`src/rtl/mem_bus_arbiter.sv`:
```
// Two-master arbiter/sequencer for the shared memory bus: grants one master, strobes memory for
// WAIT_STATES extra cycles, returns read data and a one-cycle ack. MEM_ARB_LOCK_EN adds lock inputs.
//
// state | meaning
// IDLE  | arbitrate pending requests, latch the winner onto the memory bus
// BUSY  | strobe asserted, wait-state down-counter running to zero
// DONE  | owner ack pulse, read data valid, grant still shown
module mem_bus_arbiter #(
  parameter int ADDR_W      = 32,
  parameter int DATA_W      = 16,
  parameter int WAIT_STATES = 1,
  parameter int CNT_W       = 4
) (
  input  logic              clk,
  input  logic              rst,
  input  logic              m0_req,
  input  logic              m0_we,
  input  logic [ADDR_W-1:0] m0_addr,
  input  logic [DATA_W-1:0] m0_wdata,
  output logic              m0_ack,
  input  logic              m1_req,
  input  logic              m1_we,
  input  logic [ADDR_W-1:0] m1_addr,
  input  logic [DATA_W-1:0] m1_wdata,
  output logic              m1_ack,
`ifdef MEM_ARB_LOCK_EN
  input  logic              m0_lock,
  input  logic              m1_lock,
`endif
  output logic [DATA_W-1:0] rdata,
  output logic [1:0]        gnt,
  output logic              mem_cs,
  output logic              mem_we,
  output logic [ADDR_W-1:0] mem_addr,
  output logic [DATA_W-1:0] mem_wdata,
  input  logic [DATA_W-1:0] mem_rdata
);

  typedef enum logic [1:0] {IDLE = 2'd0, BUSY = 2'd1, DONE = 2'd2} state_t;

  state_t           state;
  logic [CNT_W-1:0] cnt;
  logic             last;
  logic             win_valid;
  logic             pick_m1;

`ifdef MEM_ARB_LOCK_EN
  logic lock_hold;
  logic lock_own;
  logic owner_lock;

  assign owner_lock = gnt[1] ? m1_lock : m0_lock;
`endif

  // Contention goes to the master that did not win last time; a single requester always wins.
  always_comb begin
    win_valid = m0_req | m1_req;
    pick_m1   = m1_req;
    if (m0_req && m1_req) begin
      pick_m1 = ~last;
    end
`ifdef MEM_ARB_LOCK_EN
    if (lock_hold && (lock_own ? m1_req : m0_req)) begin
      pick_m1 = lock_own;
    end
`endif
  end

  always_ff @(posedge clk or posedge rst) begin
    if (rst) begin
      state     <= IDLE;
      gnt       <= 2'b00;
      mem_cs    <= 1'b0;
      mem_we    <= 1'b0;
      mem_addr  <= '0;
      mem_wdata <= '0;
      rdata     <= '0;
      m0_ack    <= 1'b0;
      m1_ack    <= 1'b0;
      cnt       <= '0;
      last      <= 1'b1;
`ifdef MEM_ARB_LOCK_EN
      lock_hold <= 1'b0;
      lock_own  <= 1'b0;
`endif
    end else begin
      case (state)
        IDLE: begin
`ifdef MEM_ARB_LOCK_EN
          lock_hold <= 1'b0;
`endif
          if (win_valid) begin
            gnt       <= pick_m1 ? 2'b10 : 2'b01;
            mem_cs    <= 1'b1;
            mem_we    <= pick_m1 ? m1_we : m0_we;
            mem_addr  <= pick_m1 ? m1_addr : m0_addr;
            mem_wdata <= pick_m1 ? m1_wdata : m0_wdata;
            cnt       <= CNT_W'(WAIT_STATES);
            state     <= BUSY;
          end
        end
        BUSY: begin
          if (cnt == '0) begin
            if (!mem_we) begin
              rdata <= mem_rdata;
            end
            mem_cs    <= 1'b0;
            mem_we    <= 1'b0;
            mem_addr  <= '0;
            mem_wdata <= '0;
            m0_ack    <= gnt[0];
            m1_ack    <= gnt[1];
            state     <= DONE;
          end else begin
            cnt <= cnt - 1'b1;
          end
        end
        DONE: begin
          m0_ack <= 1'b0;
          m1_ack <= 1'b0;
          gnt    <= 2'b00;
          state  <= IDLE;
`ifdef MEM_ARB_LOCK_EN
          // A locked owner keeps its priority slot, so the alternation resumes where it left off.
          lock_hold <= owner_lock;
          lock_own  <= gnt[1];
          if (!owner_lock) begin
            last <= gnt[1];
          end
`else
          last <= gnt[1];
`endif
        end
        default: state <= IDLE;
      endcase
    end
  end

endmodule
```
`config.mk`:
```
export PLATFORM = sky130hd
export DESIGN_NAME = mem_bus_arbiter
export DESIGN_NICKNAME = d
export VERILOG_FILES = /design/src/rtl/mem_bus_arbiter.sv
export SDC_FILE = /design/constraint.sdc
export NUM_CORES = 1
export LEC_CHECK = 0
export ABC_AREA = 1
export CAP_MARGIN = 20
export CORE_MARGIN = 4
export CORE_UTILIZATION = 43
export DETAILED_ROUTE_END_ITERATION = 16
export PLACE_DENSITY_LB_ADDON = 0.12
export SLEW_MARGIN = 20
export SYNTH_ARGS = -nofsm -noshare
export SYNTH_HDL_FRONTEND = slang
export SYNTH_SLANG_ARGS = --single-unit
```
`constraint.sdc`:
```
create_clock -name clk -period 5.2 [get_ports clk]
set_clock_uncertainty 0.1 [all_clocks]
set_input_delay 0.52 -clock clk [delete_from_list [all_inputs] [get_ports clk]]
set_output_delay 0.52 -clock clk [all_outputs]
set_load 0.01 [all_outputs]
```
Word-level counts from Yosys, hierarchy flattened
Index checks and enable logic that the tools add are counted.
{ "totals": {"register_bits": 77, "in_bits": 118, "output_inout_bits": 70, "word_cells": 60} }
{ "op_classes": {"addsub": 1, "eq_ne": 5, "n_mux": 28, "n_bitwise": 3, "reduce_logical": 12} }
{ "op_table": {"columns": ["operator", "n"], "rows": [
  ["32-bit two-way mux", 3],
  ["32-bit case mux with 2 select lines", 1],
  ["16-bit two-way mux", 3],
  ["16-bit case mux with 2 select lines", 1],
  ["3-bit AND reduction", 3],
  ["2-bit two-way mux", 4],
  ["4-bit two-way mux", 2],
  ["1-bit case mux with 2 select lines", 4],
  ["2-bit case mux with 2 select lines", 2],
  ["4-bit case mux with 2 select lines", 1],
  ["1-bit two-way mux", 7],
  ["2-bit != test (second input constant)", 3],
  ["2-bit AND reduction", 3],
  ["2-bit nonzero test", 3],
  ["4-bit logical NOT", 1],
  ["4-bit by 1-bit subtractor with 4-bit output (second input constant)", 1],
  ["2-bit by 1-bit == test with 1-bit output (second input constant)", 1],
  ["2-bit == test (second input constant)", 1],
  ["2-bit logical NOT", 1],
  ["1-bit NOT", 2],
  ["1-bit logical AND", 1],
  ["1-bit bitwise OR", 1]
]} }

Depth between registers and ports, before layout
Gate-level depths: netlist of run 1.
{ "depth": {"ltp_word": 5, "depth_mapped": 10, "mapped_depth_nobuf": 8} }

Worst setup path before layout of run 1
No wires, ideal clock.
{ "synth_path": {"path_kind": "flip-flop to flip-flop", "start": "register cnt[0]", "end": "register rdata[14]", "setup_ns": 0.118, "t_arrival_ns": 1.265, "t_required_ns": 4.982, "setup_slack_ns": 3.717, "path_stages_with_launch": 9, "n_path_buf": 1, "synth_period_minus_slack_ns": 1.483, "cell_sequence": "dfrtp_1 -> inv_1 -> ha_1 -> nand2_2 -> nor2_8 -> nand2_4 -> buf_6 -> nand2_1 -> nand2_1"} }
{ "synth_between": {"elab_chain_len": 2} }
{ "synth_lines": {"columns": ["element", "line", "rtl"], "rows": [
  ["from (decl)", "42", "logic [CNT_W-1:0] cnt;"],
  ["from (signal assigned)", "98", "cnt <= CNT_W'(WAIT_STATES);"],
  ["from (signal assigned)", "115", "cnt <= cnt - 1'b1;"],
  ["4-bit logical NOT", "103", "if (cnt == '0) begin"],
  ["3-bit AND reduction (no source line)", null, null],
  ["to (signal assigned)", "105", "rdata <= mem_rdata;"],
  ["to (decl)", "30", "output logic [DATA_W-1:0] rdata,"]
]} }
No other way between the ends.
A chain may end at the register's enable or synchronous reset.

Worst setup path in the final report of run 1
{ "layout_path": {"start": "input m1_req", "end": "register mem_wdata[4]"} }
{ "layout_between": {"elab_chain_len": 5, "elab_cells_between_ends": 8, "classes_between": "eq/ne (1); mux (4); bitwise (1); reduce/logical (2)"} }
{ "layout_lines": {"columns": ["element", "line", "rtl"], "rows": [
  ["from (decl)", "21", "input logic m1_req,"],
  ["1-bit logical AND", "59", "if (m0_req && m1_req) begin"],
  ["1-bit two-way mux", "59", null],
  ["16-bit two-way mux", "97", "mem_wdata <= pick_m1 ? m1_wdata : m0_wdata;"],
  ["16-bit two-way mux", "92", "if (win_valid) begin"],
  ["16-bit case mux with 2 select lines", "87", "case (state)"],
  ["to (signal assigned)", "97", null],
  ["to (decl)", "35", "output logic [DATA_W-1:0] mem_wdata,"]
]} }
Parallel ways exist; a longest one is shown, timed or not. The select of a mux whose other input is x is not followed.

==> impl_metrics.yaml, run 1 <==
run_status:
  outcome: "finished, final reports clean"
critical_path:
  cp.required_ps: 5360
  crit_chain: "clkdlybuf4s50_1 > o21ai_2 > nand2_2 > inv_2 > nand2_1 > nand2_1"
  r2r.worst_path.cells: 7
  cp-start-kind: "input port"
  crit_path_end_kind: "flip-flop"
  cp_max_fo: 48
  regToRegSetupSlack_ps: 3210
  cp_slowest_cell: "inv_2"
  crit_top_cell: "nand2_1"
  reg2reg_from: "cnt[0]"
  r2r_end: "mem_wdata[4]"
  path_class: "in2reg"
  slowest_delay_ps: 690
  worstPathArrival_ps: 2380
routing:
  remaining_drc_errors: 0
  ant_nets: 0
  dr_total_vias: 3531
  avgRoutedWirePerCell_um: 14.0
  initialDrtViolationCount: 89
  via_per_inst: 4.77
  wl_mm: 10.4
  dr.pass1.iters: 6
floorplanning:
  fp.dieW_um: 101
  floorplan.initialDensity_pct: 44.7
  core_mm2: 0.00834
  ios: 188
  fp-row-count: 33
  chipHeight_um: 101
  dieArea_mm2: 0.0102
timing:
  fmax_ghz: 0.450
  finalSetupTns_ps: 0
  period_share_pct: 42.7
  maxSlewViolCount: 0
  worst_slew_pin_slew_ps: 978
  period_minus_slack_ps: 2220
  setup_ws_ps: 2980
  final_hold_viol_count: 0
  setup_viol: 0
  max-slew-margin-rel_pct: 34.8
  rsz0062_at_grt: "false"
cts:
  htree_num_levels: 3
  cts_buffer_depth: 2
  numCtsBuffers: 9
  clock_insertion_delay_worst_skew_ps: 330
  cts_tree: "done"
  cts_root_buf: "clkbuf_8"
  cts_resized: 0
  postCtsHoldBufs: 0
  cts_setup_buffers: 0
  cts.sinks: 77
  path_clk_slew_ps: 70
synthesis:
  synth_common_cells: "nand2_1 (182), dfrtp_1 (76), inv_1 (58)"
  synth_nets: 573
  yosys_most_used_dff: "dfrtp_1"
  syn_area_mm2: 0.00373
  yosysMostFrequentCell: "nand2_1"
  ys_seq_area_share_pct: 51.7
  postSynthAreaPerCell_um2: 8.23
  synth_top_area_share_pct: 51.0
  async_flop_share_pct: 100
  synth_edf_count: 0
  synth_cells: 453
  yosys.area.top_type: "dfrtp_1"
  synth_cell_types: 24
  synth_warnings: 0
  synth_seq_cells: 77
  synthTopCellsByArea: "dfrtp_1 (51%), nand2_1 (18%), o211ai_1 (9.9%)"
power:
  power_density_mw_per_mm2: 548
  leakage_nw: 2.88
  ir_worst_vdd_uv: 288
finish:
  postLayoutCoreUtil_pct: 70.2
  post_layout_nonfiller_instances: 740
  final_nets: 750
  drive_gt1_share_pct: 6.30
  antenna_cells: 0
  area_delta_synth_final_pct: 57.0
job:
  cap_violations: 0
placement:
  dp_hpwl_mm: 7.55
  gp_congestion: 0.787
  portBuffers: 187
  dp_slack_ps: 2550
  placedCellCount: 723
global_routing:
  gr-total-overflow: 0
  antenna_found_initial: 0
  grt_max_degree: 101
  grt_use_total_pct: 20.7
  grt_pass1_wl_mm: 16.9
  grt_pass1_vias: 3560
min_path:
  holdPathEnd: "mem_wdata[2]"
  hp-class: "reg2reg"
  hp-start: "mem_wdata[2]"
  min_path_cells: 2
state kept, by name, summed over array words and instances, names as in the netlist, 2 cells and up:
signal     count
mem_wdata     16
mem_addr      32
gnt            2
cnt            4
rdata         16
state          2
kinds of logic after synthesis:
group / Yosys count / synth area share, %
simple gates: 229 / 25.9
buf+inv: 84 / 10.0
flops: 77 / 51.7
compound gates: 60 / 11.4
fa+ha+maj: 2 / 0.671
xor+xnor: 1 / 0.235
cell type report:
type	instances	area (um^2)
fill	705	2480
clock inverter	4	72.6
inverter	61	233
clock buffer	12	145
multi-input combinational	292	1440
timing repair buffer	189	1910
sequential	77	1930
tap	105	131
placed cells by master (no fill, tap or decap), types with 2 or more instances in the layout:
cell,netlist,layout
clkdlybuf4s50_1,0,187
nand2_1,182,181
dfrtp_1,76,76
inv_1,58,57
o211ai_1,49,49
nand3_1,19,19
nand2_2,12,12
o21ai_0,10,10
clkbuf_8,0,10
nor2_1,9,9
nand2_4,2,3
clkinv_2,0,2
ha_1,2,2
bufinv_16,0,2
clkbuf_1,4,2
worst max-delay path, delay by kind of cell:
| kind | cells | cell delay, ps |
|---|---|---|
| AOI/OAI and AO/OA | 1 | 320 |
| buffers and inverters | 2 | 1180 |
| and+or+nand+nor | 3 | 350 |
metal layers:
layer / share of wire (%) / up-vias / global-route usage (%)
li1: - / 1781 / -
met1: 40 / 1617 / 24.8
met4: 1.4 / 0 / 5.83
met3: 8.8 / 13 / 6.37
met2: 50 / 120 / 36.0
met5: 0 / - / 0
where the power goes:
group	total [mW]	switching [mW]	internal [mW]
logic	1.66	0.867	0.789
registers	1.06	0.162	0.893
clock network	0.496	0.213	0.283
how the worst max path moves through the flow:
stage                      start  cells past startpoint  slack [ps]           end
final                     m1_req                      6        2980  mem_wdata[4]
after global routing      m1_req                      6        2840   mem_addr[4]
after CTS                 m1_req                      5        2910  mem_addr[17]
after detailed placement  m1_req                      5        2550  mem_addr[13]
after global placement    m1_req                      5        2600  mem_addr[16]
after floorplan              rst                      1        2610        cnt[0]
stage by stage:
stage	instance area, um^2	hold WS, ps	total power [mW]
after floorplan	3730	366	1.96
after global placement	5610	352	2.67
after detailed placement	5610	359	2.72
after CTS	5830	376	3.22
after global routing	5860	388	3.47
final	5860	371	3.21
Note: power is estimated with default switching activity, not from simulation.
==> run 2, diff against run 1 <==
--- a/config.mk
+++ b/config.mk
@@ -8,7 +8,7 @@
 export ABC_AREA = 1
 export CAP_MARGIN = 20
 export CORE_MARGIN = 4
-export CORE_UTILIZATION = 43
+export CORE_UTILIZATION = 40
 export DETAILED_ROUTE_END_ITERATION = 16
 export PLACE_DENSITY_LB_ADDON = 0.12
 export SLEW_MARGIN = 20
==> constraint.sdc (replaced) <==
create_clock -name clk -period 2.2 [get_ports clk]
set_clock_uncertainty 0.1 [all_clocks]
set_input_delay 0.22 -clock clk [delete_from_list [all_inputs] [get_ports clk]]
set_output_delay 0.22 -clock clk [all_outputs]
set_load 0.01 [all_outputs]
==> run 2 against run 1 <==
Register-to-register slack worse by 2700 ps. Largest cell class is now buffers. Sequential share of layout area is 0.18 points lower. Sequential cell count unchanged. Clock power up 100%. Non-clock buffer count is 4 higher. Clock-buffer cell count is 1 lower. Final cell count grew 0.95%.
==> impl_metrics.yaml, run 2 (same netlist as run 1, synthesis figures left out) <==
finish:
  largest_reg_flops: 32
  antenna_cells: 0
  post_layout_nonfiller_instances: 747
  area_delta_synth_final_pct: 57.9
  final_common_cell: "clkdlybuf4s50_1"
  final_cell_mix: "clkdlybuf4s50_1 (187), nand2_1 (181), dfrtp_1 (76)"
  drive_gt1_share_pct: 6.89
  nFillCells: 757
  top_register: "mem_addr"
  reg_top3: "mem_addr: 32 flops, mem_wdata: 16 flops, rdata: 16 flops"
  final_nets: 754
cts:
  cts_setup_buffers: 0
  cts.sinks: 77
  cts_root_buf: "clkbuf_8"
  cts_buffer_depth: 2
  htree_num_levels: 3
  cts_tree: "done"
  numCtsBuffers: 9
  cts_resized: 0
  clock_insertion_delay_worst_skew_ps: 340
  path_clk_slew_ps: 80
  postCtsHoldBufs: 0
timing:
  period_share_pct: 77.2
  setup_viol: 0
  max-slew-margin-rel_pct: 66.5
  finalSetupTns_ps: 0
  worst_slew_pin_slew_ps: 500
  maxSlewViolCount: 0
  final_hold_viol_count: 0
  fmax_ghz: 0.589
  period_minus_slack_ps: 1700
  rsz0062_at_grt: "false"
critical_path:
  crit_chain: "inv_1 > ha_1 > nand2_2 > nor2_8 > nand2_4 > nand2_1 > nand2_1"
  cp_num_buf_inv: 1
  r2r.worst_path.cells: 7
  crit_family: "simple AND/OR/NAND/NOR gates"
  cp_slowest_cell: "dfrtp_1"
  crit_path_end_kind: "flip-flop"
  regToRegSetupSlack_ps: 500
  cp-start-kind: "flip-flop"
  reg2reg_from: "cnt[0]"
  cp.required_ps: 2320
  crit_top_cell: "nand2_1"
  cp_max_fo: 19
  r2r_end: "rdata[10]"
  worstPathArrival_ps: 1820
  slowest_delay_ps: 380
  path_class: "reg2reg"
floorplanning:
  core_mm2: 0.00889
  ios: 188
  chipHeight_um: 105
  dieArea_mm2: 0.0109
  fp.dieW_um: 105
  floorplan.initialDensity_pct: 41.9
  fp-row-count: 34
global_routing:
  busiest_layer: "met2"
  antenna_found_initial: 0
  met3_usage_pct: 6.47
  grt_pass1_vias: 3589
  grt_max_degree: 60
  grt_pass1_wl_mm: 17.1
  use_met1_pct: 22.4
  gr-total-overflow: 0
  grt_use_total_pct: 19.4
  use_met2_pct: 34.1
min_path:
  hp-class: "in2async"
routing:
  ant_nets: 0
  wl_mm: 10.4
  avgRoutedWirePerCell_um: 14.0
  initialDrtViolationCount: 109
  dr.pass1.iters: 4
  via_per_inst: 4.69
  remaining_drc_errors: 0
  dr_total_vias: 3503
run_status:
  outcome: "finished, final reports clean"
power:
  ir_worst_vdd_uv: 562
  power_density_mw_per_mm2: 1270
  leakage_nw: 2.90
placement:
  gp_congestion: 0.784
  placedCellCount: 731
  portBuffers: 187
  dp_hpwl_mm: 7.99
job:
  cap_violations: 0
run 2: cell count changes in the layout (fill, tap and decap cells not counted):
cell	delta
buf_12	+4
buf_4	+1
clkinvlp_4	+1
clkbuf_8	-1
buf_16	-1
bufinv_16	-1
clkinv_2	+1
run 2: layout make-up:
type	instances	area [um^2]	share of cell area (%)
clock inverters	5	52.6	0.892
well taps	108	135	2.29
repair buffers	193	1970	33.4
multi-input cells	292	1440	24.4
clock buffers	11	131	2.23
inverters	61	235	3.99
flip-flops and latches	77	1930	32.7
run 2: stage by stage:
| stage | setup slack, ps | power, mW | utilization [%] | hold WS [ps] | area [um^2] |
|---|---|---|---|---|---|
| 2_1_floorplan | 717 | 4.63 | - | 265 | 3730 |
| 6_report | 502 | 7.48 | 66.2 | 140 | 5890 |
| 3_5_place_dp | 366 | 6.55 | 64.2 | 358 | 5700 |
| 3_3_place_gp | 390 | 6.42 | 64.2 | 353 | 5700 |
| 5_1_grt | 364 | 8.08 | 66.2 | 155 | 5890 |
| 4_1_cts | 497 | 7.58 | 66.2 | 138 | 5890 |
run 2: layer usage:
metal | part of all wire (%) | wire length (um) | vias to the layer above
li1 | - | - | 1787
met1 | 40 | 4230 | 1588
met2 | 50 | 5240 | 121
met3 | 8.3 | 863 | 7
met4 | 1.0 | 106 | 0
met5 | 0 | 0 | -
run 2: worst max path at each step:
| stage | cells after the start | slack, ps | to | startpoint |
|---|---|---|---|---|
| floorplan | 8 | 720 | rdata[14] | cnt[0] |
| global placement | 7 | 390 | mem_we | m0_req |
| detailed placement | 7 | 370 | mem_addr[29] | m1_req |
| CTS | 7 | 500 | rdata[10] | cnt[0] |
| global route | 7 | 360 | rdata[1] | cnt[0] |
| finish | 7 | 500 | rdata[10] | cnt[0] |
run 2: power breakdown:
| group | total (mW) | internal [mW] | switching [mW] |
|---|---|---|---|
| Combinational | 3.97 | 1.90 | 2.07 |
| Clock | 1.01 | 0.520 | 0.489 |
| Sequential | 2.50 | 2.11 | 0.387 |
| Total | 7.48 | 4.53 | 2.95 |
==> run 3, diff against run 2 <==
==> constraint.sdc (replaced) <==
create_clock -name clk -period 1.75 [get_ports clk]
set_clock_uncertainty 0.1 [all_clocks]
set_input_delay 0.175 -clock clk [delete_from_list [all_inputs] [get_ports clk]]
set_output_delay 0.175 -clock clk [all_outputs]
set_load 0.01 [all_outputs]
==> run 3 against run 2 <==
Global-route usage rose by 1.1 points. Highest routed layer unchanged. Final area grew 2.4%. Largest cell class unchanged. Sequential share of layout area shrank 0.77 points.
==> impl_metrics.yaml, run 3 (same netlist as run 1, synthesis figures left out) <==
critical_path:
  worstPathArrival_ps: 1760
  regToRegSetupSlack_ps: 160
  reg2reg_from: "cnt[0]"
  crit_path_end_kind: "flip-flop"
  cp-start-kind: "flip-flop"
  r2r_end: "rdata[12]"
  cp.required_ps: 1930
  r2r.worst_path.cells: 7
  path_class: "reg2reg"
  cp_max_fo: 16
routing:
  dr.pass1.iters: 6
  remaining_drc_errors: 0
  avgRoutedWirePerCell_um: 14.8
  wl_mm: 11.3
  via_per_inst: 4.79
  ant_nets: 0
  initialDrtViolationCount: 91
  dr_total_vias: 3647
power:
  switching_share_pct: 39.8
  combPwrFrac_pct: 54.6
  clock_power_share_pct: 13.5
  seqPwrFrac_pct: 31.8
  leakage_nw: 2.96
  power_switching_mw: 3.90
  ir_worst_vdd_uv: 604
  power_density_mw_per_mm2: 1630
  p_int_mw: 5.90
job:
  cap_violations: 0
timing:
  period_share_pct: 90.6
  finalSetupTns_ps: 0
  rsz0062_at_grt: "false"
  maxSlewViolCount: 0
  setup_viol: 0
  final_hold_viol_count: 0
  period_minus_slack_ps: 1590
  max-slew-margin-rel_pct: 63.4
  worst_hold_slack_ps: 187
  fmax_ghz: 0.631
  worst_slew_pin_slew_ps: 548
finish:
  seq_area_mm2: 0.00193
  multi_input_area_mm2: 0.00148
  nFillCells: 717
  postLayoutCoreUtil_pct: 67.8
  largest_reg_flops: 32
  reg_top3: "mem_addr: 32 flops, mem_wdata: 16 flops, rdata: 16 flops"
  top_register: "mem_addr"
  postLayoutCellArea_mm2: 0.00603
  final_common_cell: "clkdlybuf4s50_1"
  antenna_cells: 0
  area_delta_synth_final_pct: 61.7
  final_nets: 768
  final_cell_mix: "clkdlybuf4s50_1 (187), nand2_1 (180), dfrtp_1 (76)"
  drive_gt1_share_pct: 9.34
cts:
  cts_buffer_depth: 2
  cts.sinks: 77
  htree_num_levels: 3
  numCtsBuffers: 9
  cts_tree: "done"
  postCtsHoldBufs: 0
  clock_insertion_delay_worst_skew_ps: 340
  cts_root_buf: "clkbuf_8"
  path_clk_slew_ps: 80
run_status:
  outcome: "finished, final reports clean"
floorplanning:
  fp-row-count: 34
  dieArea_mm2: 0.0109
  ios: 188
  fp.dieW_um: 105
  chipHeight_um: 105
  core_mm2: 0.00889
  floorplan.initialDensity_pct: 41.9
placement:
  portBuffers: 187
  dp_hpwl_mm: 7.95
  gp_congestion: 0.760
  place_area_mm2: 0.00580
min_path:
  hp-class: "in2async"
global_routing:
  grt_pass1_wl_mm: 17.9
  gr-total-overflow: 0
  grt_use_total_pct: 20.4
  grt_pass1_vias: 3698
  antenna_found_initial: 0
  grt_max_degree: 78
[run 3: worst max path at each step]
stage                         to  depth (start not counted)      from  slack [ps]
finish                 rdata[12]                          7    cnt[0]         160
global route           rdata[15]                          7    cnt[1]          50
CTS                 mem_wdata[6]                          5  state[0]           6
detailed placement        mem_we                          5    m1_req        -430
global placement          mem_we                          5    m1_req        -410
floorplan              rdata[14]                          8    cnt[0]         270
[run 3: power groups by stage]
| stage | Sequential [mW] | Clock (mW) | Combinational (mW) |
|---|---|---|---|
| after detailed placement | 3.15 | 0 | 5.28 |
| after global routing | 3.23 | 1.43 | 5.91 |
| final | 3.12 | 1.33 | 5.36 |
| after CTS | 3.13 | 1.35 | 5.41 |
| after floorplan | 3.49 | 0 | 2.33 |
| after global placement | 3.12 | 0 | 5.17 |
[run 3: layout make-up]
type | count | area share (%)
repair buffers | 204 | 34.2
flip-flops and latches | 77 | 32.0
multi-input cells | 295 | 24.5
inverters | 61 | 3.90
well taps | 108 | 2.24
clock buffers | 10 | 2.12
clock inverters | 6 | 1.06
[run 3: worst max-delay path, cell delays in order, from the launching register on]
cell and delay [ps]:
dfrtp_1 390, inv_1 130, ha_1 240, nand2_2 130, nor2_8 130, buf_4 220, nand3_1 100, nand2_1 80
[run 3: timing repair]
action	in CTS	in global routing
pin swaps	2	1
gates cloned	2	1
setup endpoints to repair	49	24
resized for setup	2	3
buffers inserted	0	0
[run 3: through the flow]
stage | power, mW | std cells | setup slack (ps)
final | 9.81 | 761 | 164
after global routing | 10.6 | 761 | 47.5
after CTS | 9.89 | 760 | 5.82
after detailed placement | 8.43 | 742 | -428
after global placement | 8.29 | 742 | -406
after floorplan | 5.82 | 453 | 267
[run 3: metal layers]
metal	vias to the layer above	track usage (%)	part of all wire, %	wire [um]
li1	1824	-	-	-
met1	1660	23.5	40	4500
met2	144	35.7	49	5500
met3	19	6.41	8.8	994
met4	0	7.69	2.3	257
met5	-	0	0	0
